**config.mk**
```make
export PLATFORM = sky130hd
export DESIGN_NAME = uart_rx_ctrl
export DESIGN_NICKNAME = d
export VERILOG_FILES = /design/src/rtl/uart_rx_ctrl.sv
export SDC_FILE = /design/constraint.sdc
export NUM_CORES = 1
export LEC_CHECK = 0
export CORE_ASPECT_RATIO = 1.75
export CORE_UTILIZATION = 35
export DETAILED_ROUTE_END_ITERATION = 6
export PLACE_DENSITY_LB_ADDON = 0.25
export SYNTH_ARGS = -nofsm -noshare
export SYNTH_HDL_FRONTEND = slang
export SYNTH_SLANG_ARGS = --single-unit
export TNS_END_PERCENT = 20
```
**constraint.sdc**
```tcl
create_clock -name clk -period 2.1 [get_ports clk]
set_input_delay 0.42 -clock clk [delete_from_list [all_inputs] [get_ports clk]]
set_output_delay 0.42 -clock clk [all_outputs]
set_load 0.01 [all_outputs]
```
**src/rtl/uart_rx_ctrl.sv**
```systemverilog
// uart_rx_ctrl: baud-timed receive FSM for one 8N1 UART frame. It detects the start bit,
//   samples each bit at mid-bit and checks the stop bit. A good byte is then held in a valid/ready output register.
// Latency: data/rx_valid update one cycle after the stop-bit sample, which falls about
//   2 + CLKS_PER_BIT/2 + 9*CLKS_PER_BIT cycles after the Rx falling edge.
// Backpressure: reception never stalls. A byte completed while rx_valid is held unconsumed overwrites data and sets the sticky overrun flag.
// Ports: clk/reset (async, active-high); Rx serial in (idle high); rx_ready consumer accept;
//   data/rx_valid received byte; frame_err stop-bit error pulse; overrun sticky; busy = not idle.
// Optional: define UART_RX_PARITY_EN to add a parity bit before the stop bit. It adds the ports
//   parity_odd (in: 0 even, 1 odd) and parity_err (out: pulse at the stop sample on mismatch).
module uart_rx_ctrl #(
  parameter int CLKS_PER_BIT = 868,
  parameter int CNT_W        = 16
) (
  input  logic       clk,
  input  logic       reset,
  input  logic       Rx,
  input  logic       rx_ready,
  output logic [7:0] data,
  output logic       rx_valid,
  output logic       frame_err,
  output logic       overrun,
  output logic       busy
`ifdef UART_RX_PARITY_EN
  ,
  input  logic       parity_odd,
  output logic       parity_err
`endif
);

  localparam logic [CNT_W-1:0] HALF_M1 = CNT_W'(CLKS_PER_BIT / 2 - 1);
  localparam logic [CNT_W-1:0] FULL_M1 = CNT_W'(CLKS_PER_BIT - 1);

  typedef enum logic [2:0] {
    S_IDLE,
    S_START,
    S_DATA,
`ifdef UART_RX_PARITY_EN
    S_PARITY,
`endif
    S_STOP,
    S_WAIT_IDLE
  } state_t;

  state_t           state_q, state_d;
  logic [CNT_W-1:0] cnt_q, cnt_d;
  logic [2:0]       bit_idx_q, bit_idx_d;
  logic [7:0]       shift_q, shift_d;
  logic [7:0]       data_q, data_d;
  logic             rx_valid_q, rx_valid_d;
  logic             frame_err_q, frame_err_d;
  logic             overrun_q, overrun_d;
  logic             sync1_q, sync1_d;
  logic             rx_s_q, rx_s_d;
  logic             par_ok;
`ifdef UART_RX_PARITY_EN
  logic             par_bit_q, par_bit_d;
  logic             parity_err_q, parity_err_d;

  // Total ones over data plus parity bit must match the selected parity sense.
  assign par_ok = (((^shift_q) ^ par_bit_q) == parity_odd);
`else
  assign par_ok = 1'b1;
`endif

  always_comb begin
    state_d     = state_q;
    cnt_d       = cnt_q;
    bit_idx_d   = bit_idx_q;
    shift_d     = shift_q;
    data_d      = data_q;
    rx_valid_d  = rx_valid_q;
    overrun_d   = overrun_q;
    frame_err_d = 1'b0;
    sync1_d     = Rx;
    rx_s_d      = sync1_q;
`ifdef UART_RX_PARITY_EN
    par_bit_d    = par_bit_q;
    parity_err_d = 1'b0;
`endif

    // Consumer handshake; a frame completing in the same cycle overrides rx_valid below.
    if (rx_valid_q && rx_ready) begin
      rx_valid_d = 1'b0;
      overrun_d  = 1'b0;
    end

    case (state_q)
      S_IDLE: begin
        cnt_d = '0;
        if (!rx_s_q) state_d = S_START;
      end
      S_START: begin
        if (cnt_q == HALF_M1) begin
          cnt_d     = '0;
          bit_idx_d = 3'd0;
          // Line back high at mid start bit: a glitch, not a frame.
          state_d   = rx_s_q ? S_IDLE : S_DATA;
        end else begin
          cnt_d = cnt_q + CNT_W'(1);
        end
      end
      S_DATA: begin
        if (cnt_q == FULL_M1) begin
          cnt_d             = '0;
          shift_d[bit_idx_q] = rx_s_q;
          if (bit_idx_q == 3'd7) begin
`ifdef UART_RX_PARITY_EN
            state_d = S_PARITY;
`else
            state_d = S_STOP;
`endif
          end else begin
            bit_idx_d = bit_idx_q + 3'd1;
          end
        end else begin
          cnt_d = cnt_q + CNT_W'(1);
        end
      end
`ifdef UART_RX_PARITY_EN
      S_PARITY: begin
        if (cnt_q == FULL_M1) begin
          cnt_d     = '0;
          par_bit_d = rx_s_q;
          state_d   = S_STOP;
        end else begin
          cnt_d = cnt_q + CNT_W'(1);
        end
      end
`endif
      S_STOP: begin
        if (cnt_q == FULL_M1) begin
          cnt_d = '0;
`ifdef UART_RX_PARITY_EN
          parity_err_d = !par_ok;
`endif
          if (rx_s_q) begin
            // Leaving at mid stop bit leaves half a bit to catch a back-to-back start.
            state_d = S_IDLE;
            if (par_ok) begin
              data_d     = shift_q;
              rx_valid_d = 1'b1;
              if (rx_valid_q && !rx_ready) overrun_d = 1'b1;
            end
          end else begin
            frame_err_d = 1'b1;
            state_d     = S_WAIT_IDLE;
          end
        end else begin
          cnt_d = cnt_q + CNT_W'(1);
        end
      end
      S_WAIT_IDLE: begin
        // Ride out a break so a held-low line cannot look like a new start.
        if (rx_s_q) state_d = S_IDLE;
      end
      default: state_d = S_IDLE;
    endcase
  end

  always_ff @(posedge clk or posedge reset) begin
    if (reset) begin
      state_q     <= S_IDLE;
      cnt_q       <= '0;
      bit_idx_q   <= 3'd0;
      shift_q     <= 8'h00;
      data_q      <= 8'h00;
      rx_valid_q  <= 1'b0;
      frame_err_q <= 1'b0;
      overrun_q   <= 1'b0;
      sync1_q     <= 1'b1;
      rx_s_q      <= 1'b1;
`ifdef UART_RX_PARITY_EN
      par_bit_q    <= 1'b0;
      parity_err_q <= 1'b0;
`endif
    end else begin
      state_q     <= state_d;
      cnt_q       <= cnt_d;
      bit_idx_q   <= bit_idx_d;
      shift_q     <= shift_d;
      data_q      <= data_d;
      rx_valid_q  <= rx_valid_d;
      frame_err_q <= frame_err_d;
      overrun_q   <= overrun_d;
      sync1_q     <= sync1_d;
      rx_s_q      <= rx_s_d;
`ifdef UART_RX_PARITY_EN
      par_bit_q    <= par_bit_d;
      parity_err_q <= parity_err_d;
`endif
    end
  end

  assign data      = data_q;
  assign rx_valid  = rx_valid_q;
  assign frame_err = frame_err_q;
  assign overrun   = overrun_q;
  assign busy      = (state_q != S_IDLE);
`ifdef UART_RX_PARITY_EN
  assign parity_err = parity_err_q;
`endif

endmodule

```
==> impl_results.md, run 1 <==
* Antenna violations before repair at 0
* Post-route ant nets at 0
* XOR/XNOR Fraction of Synth Area at 0%
* Syn Std Cell Area at approximately 2300 um2
* Largest net degree at the start of global routing at 44
* Drt initial violations at 48
* Critical path endpoint category: register
* Routability-driven placement congestion ratio at 0.8234
* GRT Total Usage at between 10% and 20%
* Switching portion of total power at 20.98%
* Final HPWL DP at 3689 um
* Clock power share at 44.4%
* Avg Inst Size Synth at 10.58 um2
* Peak Freq at 502.1 MHz
* Final worst slack at 0.1085 ns
* Critical path type: register to register
* Layout area overhead at 21.85%
* Worst vdd ir at 0.0004047 V
* Sequential-to-total area share from yosys stat at roughly 47%
* Synth Register Bits at 43
* Distinct cells, synth at 54
* Final min period at around 2.0 ns
* WP data required at around 2.3 ns
* Layout Utilization at 44.58%
* DR vias at between 1500 and 2000
* Post-synthesis mux area share at around 8.8%
* Worst path arrival time at between 2 and 2.5 ns
* Run status: finished, final reports clean
* Top_reg_cell synth: dfrtp_1
* Vias in the first global route at 1798
* Leakage power at 0.001219 uW
* CTS Buf Count at 5
* Die area at roughly 6900 um2
* Final Hold Viols at 0
* Row Count at 38
* Number of max-cap violations at 0
* Flop pwr share at a little over half
* Total wire length at 5007 um
* Die Y at 109.1 um
* Setup violators final at 0
* Final worst-path cycle share at ~95%
* Congestion Overflow GR at 0
* Port bufs at 15
* Synth Area in Adders at 2.180%
* Hold Path Class: register to register
* Post-synth top area share at 44.69%
* Nets@finish at ~260
* Post-synth EDFFs at 0
* Compound-gate portion of the synthesized area at 12.37%
* CTS Hold Bufs at 0
* CTS tree: done
* RSZ-0062 raised after global routing: yes
* Synth top cells by count: 41 x dfrtp_1, 21 x nand2_1, 11 x mux2_2, 11 x nor2_1
* Clock buffer depth at 2
* Top-count cell post-synth: dfrtp_1
* Top post-synthesis cells by area: dfrtp_1 45%, mux2_2 5.4%, nand2_1 3.4%
* FFs w/ async S/R, synth at 100.0%
* CTS root buf: clkbuf_8
* CORE AREA at 6276 um2
* PwrDens at approximately 560 nW/um2
* Wirelength per Cell at 15.22 um
* Psw at 328.4 uW
* Worst-path fanout max at 5
* Warnings, synthesis at 0
* # clock sinks at 43
* CTS HTree Levels at 2
* First-pass GRT wire length at about 8600 um
* Worst rel slew slack at ~76%
* Comb pwr share at 2.1%
* Synth Instances at 217
* Setup WS pre-CTS at 0.03835 ns
* Synth Area in Simple Gates at 25.61%
* Drt drc at 0
* Synthesized net count at 225
* Cell Int Power at 1237 uW
* Number of vias per cell at 5.392
* DRT Pass-1 Iters at 4
* I/O pin total at 16
* Clk slew on worst S/H paths at 0.09 ns
* Clk_lat worst skew at 0.30 ns
* Clock skew at 0.008906 ns
* Share of cells above drive strength 1 at between 20% and 30%
* Starting Density at 36.58%
* Worst-Margin Slew at roughly 0.36 ns
* Slew Viols, Final at 0
* Post-synth top area cell: dfrtp_1
* Main combinational cell family by area after synthesis: simple AND/OR/NAND/NOR gates
* DIE WIDTH at 63.23 um
* ANT cells at 0
* Critical path launch point type: register
[sequential cells by signal, indices dropped and copies added (netlist names), named ones only]
| signal | count |
|---|---|
| cnt_q | 16 |
| frame_err | 1 |
| bit_idx_q | 3 |
| rx_s_d | 1 |
| data | 8 |
| shift_q | 8 |
| rx_s_q | 1 |
| state_q | 3 |
| rx_valid | 1 |
[worst paths after layout]
| path | start | endpoint | slack (ns) | cells after the start |
|---|---|---|---|---|
| max | cnt_q[1] | bit_idx_q[0] | 0.11 | 6 |
| min | rx_s_d | rx_s_q | 0.36 | 0 |
| max reg2reg | cnt_q[1] | bit_idx_q[0] | 0.11 | 6 |
| min reg2reg | rx_s_d | rx_s_q | 0.36 | 0 |
| max in group asynchronous | reset | rx_s_d | 1.39 | 3 |
| min in group asynchronous | reset | frame_err | 0.46 | 3 |
[stage by stage]
stage | hold WS [ns] | total power (uW) | setup TNS (ns) | std cells | instance area (um2)
global placement | 0.3461 | 888.2 | 0 | 317 | 2638
detailed placement | 0.3492 | 888.4 | 0 | 317 | 2638
global route | 0.3699 | 1630 | -0.01858 | 329 | 2798
finish | 0.3599 | 1565 | 0 | 329 | 2798
CTS | 0.3624 | 1586 | 0 | 325 | 2760
floorplan | 0.3452 | 867.8 | 0 | 217 | 2296
[cell families after synthesis]
| logic type | Yosys count |
|---|---|
| AND/OR/NAND/NOR | 89 |
| flip-flops | 43 |
| AO/OA/AOI/OAI | 42 |
| buffers and inverters | 21 |
| multiplexers | 18 |
| adder cells (fa/ha/maj) | 4 |
[area by class of cell]
class	count	area, um2
Clock inverter	2	38.79
Inverter	6	22.52
Timing Repair Buffer	39	345.3
Clock buffer	6	82.58
Sequential cell	43	1082
Fill cell	621	3478
Tap cell	80	100.1
Multi-Input combinational cell	153	1126
[repair_timing]
action / in CTS / in global routing
gates resized for setup: 1 / 4
pin swaps: 0 / 2
buffers inserted: 0 / 4
setup endpoints to repair: 1 / 12
[layout by cell type (no fill, tap or decap), types with 3 or more instances in the layout]
| cell | n |
|---|---|
| a21oi_1 | 10 |
| mux2_2 | 11 |
| dfrtp_1 | 38 |
| ha_1 | 3 |
| o21ai_0 | 10 |
| nand2_1 | 21 |
| a2bb2oi_1 | 3 |
| mux2_1 | 6 |
| nor2_1 | 11 |
| buf_4 | 23 |
| o31ai_1 | 3 |
| inv_1 | 5 |
| clkdlybuf4s50_1 | 14 |
| nor2b_1 | 3 |
| clkbuf_8 | 6 |
| nor4b_1 | 3 |
| nand4_1 | 8 |
| dfrtp_2 | 3 |
| or3_1 | 5 |
| nand4b_1 | 4 |
| nand3_1 | 8 |
[power groups by stage]
stage | registers [uW] | clock network [uW] | logic, uW
CTS | 838 | 714 | 34.8
global route | 838 | 753 | 38.7
finish | 837 | 695 | 32.6
floorplan | 851 | 0 | 16.4
global placement | 854 | 0 | 34.5
detailed placement | 854 | 0 | 34.5
[metal layers]
metal  vias up  track usage (%)  wire length, um
met5         -                0                0
met4         0            6.981               85
met3         8            2.510              102
met2        27            31.26             2794
met1       881            16.97             2025
li1        858                -                -
[critical path, cell delays in order (launching register included)]
cell and delay, ns:
dfrtp_1 0.41, ha_2 0.27, nand4bb_4 0.14, or4b_4 0.51, nor4_4 0.16, nor2_1 0.11, mux2_2 0.27
No activity file was read; power rests on OpenSTA's default activity.
==> run 2, diff against run 1 <==
--- a/config.mk
+++ b/config.mk
@@ -5,10 +5,13 @@
 export SDC_FILE = /design/constraint.sdc
 export NUM_CORES = 1
 export LEC_CHECK = 0
+export CAP_MARGIN = 15
 export CORE_ASPECT_RATIO = 1.75
 export CORE_UTILIZATION = 35
 export DETAILED_ROUTE_END_ITERATION = 6
+export HOLD_SLACK_MARGIN = 0.06
 export PLACE_DENSITY_LB_ADDON = 0.25
+export SETUP_SLACK_MARGIN = 0.02
 export SYNTH_ARGS = -nofsm -noshare
 export SYNTH_HDL_FRONTEND = slang
 export SYNTH_SLANG_ARGS = --single-unit
==> impl_results.md, run 2 (synthesis gave the netlist of run 1 again) <==
* Run status: finished, final reports clean (unchanged)
* Die area at 6900 um2 (unchanged)
* Reg-to-reg startpoint: cnt_q[1] (unchanged)
* Final min period at 1.998 ns (was 1.991 ns)
* Comb pwr share at 2.1% (about the same)
* Clock buffer depth at 2 (unchanged)
* # clock sinks at 43 (unchanged)
* Congestion Overflow GR at 0 (unchanged)
* Nets@finish at 255 (was 256)
* Flop pwr share at 53.5% (about the same)
* Worst Hold Depth at 0 (unchanged)
* PwrDens at 560.7 nW/um2 (was 559.4 nW/um2)
* Layout fillers at 624 (was 621)
* Routability-driven placement congestion ratio at 0.8234 (unchanged)
* Footprint of the multi-input gates at 1126 um2 (unchanged)
* CTS tree: done (unchanged)
* Port bufs at 15 (unchanged)
* Setup violators final at 0 (unchanged)
* Flop2flop setup slack at 0.10 ns (was 0.11 ns)
* Worst rel slew slack at 78.31% (was 76.22%)
* Drt drc at 0 (unchanged)
* Critical path endpoint category: register (unchanged)
* Share of cells above drive strength 1 at 25.40% (was 25.70%)
* Critical path's largest stage delay at 0.51 ns (about the same)
* Total wire length at 5050 um (was 5007 um)
* RSZ-0062 raised after global routing: yes (unchanged)
* Layout Utilization at 44.46% (was 44.58%)
* DIE WIDTH at 63.23 um (unchanged)
* Starting Density at 36.58% (unchanged)
* Worst Hold Slack at 0.3599 ns (about the same)
* Psw at 327.8 uW (was 328.4 uW)
* Critical path type: register to register (unchanged)
* Clock power share at 44.4% (about the same)
* Worst reg2reg path depth at 6 (unchanged)
* Layout area overhead at 21.53% (was 21.85%)
* Peak Freq at 500.6 MHz (was 502.1 MHz)
* Number of vias per cell at 5.476 (was 5.392)
* Wirelength per Cell at 15.40 um (was 15.22 um)
* CORE AREA at 6276 um2 (unchanged)
* Worst-path fanout max at 5 (unchanged)
* Switching portion of total power at 20.95% (was 20.98%)
* Crit path cell chain: ha_2, nand4bb_4, or4b_4, nor4_4, nor2_1, mux2_2 (unchanged)
* WP data required at 2.29 ns (about the same)
* Hold Path Class: register to register (unchanged)
* ANT cells at 0 (unchanged)
* Row Count at 38 (unchanged)
* Commonest non-fill, non-tap cell in the layout: dfrtp_1 (unchanged)
* Worst-Margin Slew at 0.3211 ns (was 0.3567 ns)
* Leakage power at 0.001214 uW (was 0.001219 uW)
* Hold path start: rx_s_d (unchanged)
* Most frequent cells in the layout: 38 x dfrtp_1, 22 x buf_4, 21 x nand2_1 (was 38 x dfrtp_1, 23 x buf_4, 21 x nand2_1)
* Clk slew on worst S/H paths at 0.09 ns (about the same)
* Final worst-path cycle share at 95.13% (was 94.83%)
* Die Y at 109.1 um (unchanged)
* Cell Int Power at 1237 uW (about the same)
* CTS HTree Levels at 2 (unchanged)
* CTS Buf Count at 5 (unchanged)
* FF+latch area at 1082 um2 (unchanged)
* Final HPWL DP at 3689 um (unchanged)
* Sink of the worst hold path: rx_s_q (unchanged)
* Worst path arrival time at 2.19 ns (was 2.18 ns)
* Largest net degree at the start of global routing at 44 (unchanged)
* Max reg flops at 16 (unchanged)
* GRT Total Usage at 16.25% (was 16.18%)
* I/O pin total at 16 (unchanged)
* Critical path launch point type: register (unchanged)
* DR vias at 1796 (was 1774)
* Drt initial violations at 54 (was 48)
* Clock skew at 0.008437 ns (was 0.008906 ns)
* Worst reg2reg endpoint: bit_idx_q[0] (unchanged)
* CTS root buf: clkbuf_8 (unchanged)
* Antenna violations before repair at 0 (unchanged)
* Final worst slack at 0.1024 ns (was 0.1085 ns)
* Post-route ant nets at 0 (unchanged)
* Vias in the first global route at 1806 (was 1798)
* Setup WS pre-CTS at 0.03835 ns (unchanged)
* Worst vdd ir at 0.0004045 V (was 0.0004047 V)
* Number of max-cap violations at 0 (unchanged)
* Clk_lat worst skew at 0.30 ns (about the same)
* DRT Pass-1 Iters at 4 (unchanged)
* First-pass GRT wire length at 8625 um (was 8590 um)
* Slew Viols, Final at 0 (unchanged)
* Largest Register: cnt_q (unchanged)
* Slowest cell on crit path: or4b_4 (unchanged)
* Final Hold Viols at 0 (unchanged)
-- run 2: metrics by stage --
step / instances / TNS, ns / cell area (um2) / power (uW)
after CTS: 326 / 0 / 2769 / 1586
after global routing: 328 / -0.02903 / 2790 / 1630
final: 328 / 0 / 2790 / 1565
after detailed placement: 317 / 0 / 2638 / 888.4
after global placement: 317 / 0 / 2638 / 888.2
after floorplan: 217 / 0 / 2296 / 867.8
-- run 2: area by class of cell --
class,instances,share of cell area (%)
clock buffers,6,2.960
clock inverters,2,1.390
inverters,6,0.8072
multi-input cells,153,40.36
flip-flops and latches,43,38.79
well taps,80,3.587
repair buffers,38,12.11
-- run 2: what timing repair did --
item	in CTS	in global routing
gates resized for setup	2	3
buffers inserted	1	2
endpoints found under the setup margin	1	18
hold buffers	0	0
cloned	0	0
pin swaps	0	2
-- run 2: power by group through the flow --
stage / Clock, uW / Sequential, uW / Combinational (uW)
2_1_floorplan: 0 / 851 / 16.4
3_3_place_gp: 0 / 854 / 34.5
3_5_place_dp: 0 / 854 / 34.5
4_1_cts: 714 / 838 / 34.8
5_1_grt: 753 / 838 / 38.7
6_report: 695 / 837 / 32.8
-- run 2: worst max-delay path by stage --
| stage | startpoint | endpoint | slack, ns |
|---|---|---|---|
| finish | cnt_q[1] | bit_idx_q[0] | 0.10 |
| global route | cnt_q[10] | shift_q[1] | -0.01 |
| CTS | cnt_q[0] | bit_idx_q[0] | 0.02 |
| detailed placement | cnt_q[0] | bit_idx_q[0] | 0.04 |
| global placement | cnt_q[0] | bit_idx_q[0] | 0.06 |
| floorplan | cnt_q[0] | bit_idx_q[0] | 0.09 |
-- run 2: worst max-delay path: cells and delay by family, from the launching register on --
family / cells / cell delay (ns)
adders and majority gates: 1 / 0.27
DFF: 1 / 0.41
muxes: 1 / 0.27
and+or+nand+nor: 4 / 0.93
-- run 2: layer usage --
layer | vias to the layer above | wire length (um) | track usage (%)
met5 | - | 0 | 0
met4 | 0 | 119 | 6.981
met3 | 14 | 132 | 2.510
met2 | 42 | 2764 | 31.41
met1 | 882 | 2034 | 17.03
li1 | 858 | - | -
==> run 3, diff against run 2 <==
--- a/config.mk
+++ b/config.mk
@@ -5,6 +5,7 @@
 export SDC_FILE = /design/constraint.sdc
 export NUM_CORES = 1
 export LEC_CHECK = 0
+export ABC_AREA = 0
 export CAP_MARGIN = 15
 export CORE_ASPECT_RATIO = 1.75
 export CORE_UTILIZATION = 35
==> results of run 3 <==
The final DEF is identical to that of run 2; final timing and power are the same.
